`src/rtl/mem_request_arbiter.sv`:
```
// Arbitrates the single-ported RAM between instruction fetch and data access.
// One registered grant at a time, alternating on ties, with timeout and sticky error.
module mem_request_arbiter #(
   parameter int ADDR_W  = 32,
   parameter int DATA_W  = 32,
   parameter int TIMEOUT = 15
) (
   input  logic              CLK,
   input  logic              nRST,
   input  logic              iREN,
   input  logic [ADDR_W-1:0] iaddr,
   input  logic              dREN,
   input  logic              dWEN,
   input  logic [ADDR_W-1:0] daddr,
   input  logic [DATA_W-1:0] dstore,
   input  logic              halt,
   input  logic [DATA_W-1:0] ramload,
   input  logic [1:0]        ramstate,
   output logic              ramREN,
   output logic              ramWEN,
   output logic [ADDR_W-1:0] ramaddr,
   output logic [DATA_W-1:0] ramstore,
   output logic              ihit,
   output logic [DATA_W-1:0] iload,
   output logic              dhit,
   output logic [DATA_W-1:0] dload,
   output logic              merr,
   output logic              halted
);

   // state  | meaning
   // IDLE   | no grant; arbitrate pending requests or halt
   // IGRANT | fetch owns the RAM, waiting for ACCESS
   // DGRANT | data access owns the RAM, waiting for ACCESS
   // ERR    | RAM error or timeout seen; terminal until reset
   // HALTED | quiesced after halt; terminal until reset
   typedef enum logic [2:0] {IDLE, IGRANT, DGRANT, ERR, HALTED} state_t;

   localparam logic [1:0] RAM_ACCESS  = 2'd2;
   localparam logic [1:0] RAM_ERROR   = 2'd3;
   localparam logic [7:0] TIMEOUT_CNT = 8'(TIMEOUT);

   state_t     state, state_nxt;
   logic [7:0] wait_cnt, wait_cnt_nxt;
   logic       last_data, last_data_nxt;
   logic       dreq;

   assign dreq = dREN | dWEN;

   always_ff @(posedge CLK or negedge nRST) begin
      if (!nRST) begin
         state     <= IDLE;
         wait_cnt  <= '0;
         last_data <= 1'b0;
      end else begin
         state     <= state_nxt;
         wait_cnt  <= wait_cnt_nxt;
         last_data <= last_data_nxt;
      end
   end

   always_comb begin
      state_nxt     = state;
      wait_cnt_nxt  = wait_cnt;
      last_data_nxt = last_data;
      ramREN        = 1'b0;
      ramWEN        = 1'b0;
      ramaddr       = '0;
      ramstore      = '0;
      ihit          = 1'b0;
      iload         = '0;
      dhit          = 1'b0;
      dload         = '0;
      merr          = 1'b0;
      halted        = 1'b0;

      case (state)
         IDLE: begin
            wait_cnt_nxt = '0;
            if (dreq && iREN)
               state_nxt = last_data ? IGRANT : DGRANT;
            else if (dreq)
               state_nxt = DGRANT;
            else if (iREN && !halt)
               state_nxt = IGRANT;
            else if (halt)
               state_nxt = HALTED;
         end

         IGRANT: begin
            // a dropped request releases the RAM without a hit
            if (!iREN) begin
               state_nxt = IDLE;
            end else begin
               ramREN  = 1'b1;
               ramaddr = iaddr;
               if (ramstate == RAM_ERROR) begin
                  state_nxt = ERR;
               end else if (ramstate == RAM_ACCESS) begin
                  ihit          = 1'b1;
                  iload         = ramload;
                  last_data_nxt = 1'b0;
                  state_nxt     = IDLE;
               end else if (wait_cnt == TIMEOUT_CNT) begin
                  state_nxt = ERR;
               end else begin
                  wait_cnt_nxt = wait_cnt + 8'd1;
               end
            end
         end

         DGRANT: begin
            if (!dreq) begin
               state_nxt = IDLE;
            end else begin
               ramWEN   = dWEN;
               ramREN   = !dWEN;
               ramaddr  = daddr;
               ramstore = dstore;
               if (ramstate == RAM_ERROR) begin
                  state_nxt = ERR;
               end else if (ramstate == RAM_ACCESS) begin
                  dhit          = 1'b1;
                  dload         = ramload;
                  last_data_nxt = 1'b1;
                  state_nxt     = IDLE;
               end else if (wait_cnt == TIMEOUT_CNT) begin
                  state_nxt = ERR;
               end else begin
                  wait_cnt_nxt = wait_cnt + 8'd1;
               end
            end
         end

         ERR:     merr   = 1'b1;
         HALTED:  halted = 1'b1;
         default: state_nxt = IDLE;
      endcase
   end

endmodule

```
`config.mk`:
```
export PLATFORM = sky130hd
export DESIGN_NAME = mem_request_arbiter
export DESIGN_NICKNAME = d
export VERILOG_FILES = /design/src/rtl/mem_request_arbiter.sv
export SDC_FILE = /design/constraint.sdc
export NUM_CORES = 1
export LEC_CHECK = 0
export CAP_MARGIN = 40
export CORE_AREA = 2 2 106 108
export CTS_BUF_LIST = sky130_fd_sc_hd__clkbuf_8
export DETAILED_ROUTE_END_ITERATION = 10
export DIE_AREA = 0 0 108 110
export DONT_BUFFER_PORTS = 1
export PLACE_DENSITY = 0.3
export SLEW_MARGIN = 20
export SYNTH_ARGS = -nofsm -noshare
export SYNTH_HDL_FRONTEND = slang
export SYNTH_SLANG_ARGS = --single-unit
```
`constraint.sdc`:
```
create_clock -name CLK -period 2.6 [get_ports CLK]
set_input_delay 0.52 -clock CLK [delete_from_list [all_inputs] [get_ports CLK]]
set_output_delay 0.52 -clock CLK [all_outputs]
set_load 0.02 [all_outputs]
```
==> results by group <==
Global route
  • Initial antenna violation count: 11
  • Tot GR Track Use: 0.1357
  • Largest net degree at the start of global routing: 41
  • First-pass GRT wire length: roughly 11000 µm
  • Number of global-route vias before repair: roughly 1600
  • Grt total ovfl: 0

Timing
  • TNS Setup: 0 ns
  • Final Skew: 0.007088 ns
  • Worst slew pin tran: about 0.6 ns
  • Final hold vios: 0
  • Final worst slack: between 0.15 and 0.2 ns
  • Worst rel slew slack: 0.5921
  • RSZ-0062 raised after global routing: false
  • Hold Slack: 0.4577 ns
  • F_max: ~420 MHz
  • Slew Limit Fails: 0
  • # setup viols final: 0
  • Fin crit share: 0.9256
  • Crit path time final: 2.406 ns

Drt
  • Routed via count: 1887
  • Met3 Wirelength: 1292 µm
  • Detailed Route WL: 9245 µm
  • Highest Signal Layer: met5
  • Met1 WL: 4292 µm
  • Antenna Nets Post-Route: 0
  • Initial drt markers: 105
  • DR DRC count: 0
  • Routed WL per cell: 24.08 µm
  • Met2 wire len: 3598 µm
  • Average vias per placed instance: slightly below 5
  • Pre-antenna DRT Iters: 4

Worst setup path
  • Arrival time of the worst setup path: 1.89 ns
  • Flop2flop setup slack: 0.66 ns
  • CP max stage delay: 0.49 ns
  • Crit start category: flop
  • Worst path required time: 2.08 ns
  • R2R Path Start: wait_cnt[0]
  • R2R Path End: wait_cnt[6]
  • Crit path cell chain: or2b_4 -> or3b_2 -> a21oi_1 -> buf_4
  • Reg2Reg Depth: 7
  • Slowest cell on crit path: dfrtp_1
  • Cell family contributing the most delay on the critical path: simple AND/OR/NAND/NOR gates
  • WS Path Type: reg2out
  • CP bufs+invs: 1
  • Max FO, Critical Path: 12
  • Crit path capture type: primary output

Clock network
  • Hold_buf cts: 1
  • H-tree level count: 1
  • CTS Sinks: 12
  • CTS max path bufs: 2
  • Num CTS Buffers: 3
  • CTS Root Cell: clkbuf_8
  • Setup Fix Bufs, Post-CTS: 0
  • Clock latency on the worst-skew pair: approximately 0.24 ns
  • CTS tree: yes
  • Reg clk slew, reported paths: roughly 0.05 ns
  • Post-cts resize count: 0

Synthesis
  • Netlist cell types: 42
  • Post-synth EDFFs: 0
  • Sequential share of the synthesized area: 0.1639
  • #FFs+latches synth: 12
  • Post-synth top area share: 0.3347
  • Largest area contributor in the netlist: and2_1
  • Top_reg_cell synth: dfrtp_1
  • Ranking of synthesized cells by area: and2_1 (33%), dfrtp_1 (16%), a22o_1 (15%), clkbuf_1 (2.7%), nor2_1 (2.5%)
  • Syn avg cell area: 7.601 µm²
  • Synth warnings: 0
  • Synth Instances: 241
  • Net Count, Synth: 378
  • Synth Cell Area: 1832 µm²
  • Post-synth ARST share: 1.000

Die
  • Die Wd: 108 µm
  • Starting Density: 0.1712
  • Die Area: ~12000 µm²
  • Core box area: approximately 11000 µm²
  • Die height: 110 µm
  • # rows: 38
  • Ports: 270

Placement
  • IO buf count: 0
  • HPWL after detailed placement: 8044 µm
  • GPL Wtd Cong: 0.7226
  • Place WS: 0.4344 ns

Finish
  • Most common cell after layout, fill and taps aside: and2_1
  • Filler cells: 1177
  • Nets: roughly 370
  • Commonest cells after routing, fill and taps aside: and2_1 (98), a22o_1 (32), dfrtp_1 (12)
  • FF+latch area: 300.3 µm²
  • Multi-input logic area: 1451 µm²
  • Layout cells sized above 1: 0.1239
  • P&R area growth vs syn: 13.66%

Pwr
  • Worst-case vdd ir drop: 0.0003270 V
  • Leakage: 0.8362 nW
  • Cell Pwr Density: between 900 and 1000 nW/µm²
  • Final Total Pwr: 1.881 mW

Hold path
  • HP Start: iREN
  • Worst hold path endpoint: state[0]
  • Number of stages on the worst hold path: 2
  • Hold WC Path Type: in2reg

Job
  • Max cap viols: 0

Status
  • Status: complete, no violations
## kinds of logic (layout without fill, tap and decap cells)
group                    Yosys count  after routing  synth area share
flip-flops                        12             12            0.1639
other                              0             10                 0
multiplexers                       3              3           0.01708
AND/OR/NAND/NOR                  146            146            0.4768
adder cells (fa/ha/maj)            1              1          0.006830
buffers and inverters             22             15           0.05532
AO/OA/AOI/OAI                     57             57            0.2801
## report_power, final
part,total [mW],leakage [nW],switching [mW],internal (mW)
sequential,0.283,0.159,0.0573,0.226
combinational,1.43,0.656,1.02,0.405
clock,0.172,0.0216,0.0698,0.102
total,1.88,0.836,1.15,0.733
## worst register-to-register path, stage by stage, from the launching register on
cell       delay [ns]
dfrtp_1          0.42
ha_1             0.27
nand3_1          0.17
o21ai_4          0.09
a2111oi_4        0.34
buf_4            0.24
a31oi_1          0.10
a41o_1           0.21
## metrics by stage
stage | cells | utilization | instance area (µm²)
floorplan | 241 | - | 1832
global placement | 370 | 0.1875 | 2006
detailed placement | 370 | 0.1875 | 2006
CTS | 374 | 0.1923 | 2057
global route | 374 | 0.1923 | 2057
finish | 384 | 0.1946 | 2082
## final cells by class
cell class	count	share of cell area
antenna	10	0.01202
clock buffer	3	0.01983
inverter	1	0.001803
multi-input combinational	207	0.6971
sequential	12	0.1442
tap	140	0.08413
timing repair buffer	11	0.04087
## cell usage after synthesis, types with 2 or more instances
master      n
a22o_1     32
nand3_1     4
mux2i_1     2
clkbuf_1   13
and3_1      2
buf_2       3
a21oi_2     4
nand2_1    10
nor3_1      6
a31o_1      4
nand2b_1    3
nor2_1     12
and2_1     98
dfrtp_1    12
buf_6       2
a2111oi_0   2
buf_1       3
a21oi_1     5
## sequential cells by signal, summed over array words and instances, names as in the netlist
register   count
last_data      1
state          3
wait_cnt       8
## worst max path at each step
stage / from / to / slack, ns / cells after the start
after global placement: state[0] / iload[12] / 0.40 / 4
after CTS: state[0] / ramREN / 0.17 / 4
final: state[0] / ramREN / 0.19 / 4
after detailed placement: state[0] / ramREN / 0.43 / 4
after global routing: state[0] / ramaddr[20] / 0.03 / 4
after floorplan: ramstate[0] / dload[22] / 0.38 / 4
## routing by layer
metal  global-route usage  up-vias
li1                     -      847
met1               0.1916      889
met2               0.1667      141
met3              0.09171        6
met4              0.02473        4
met5                    0        -
Note: power is estimated with default switching activity, not from simulation.
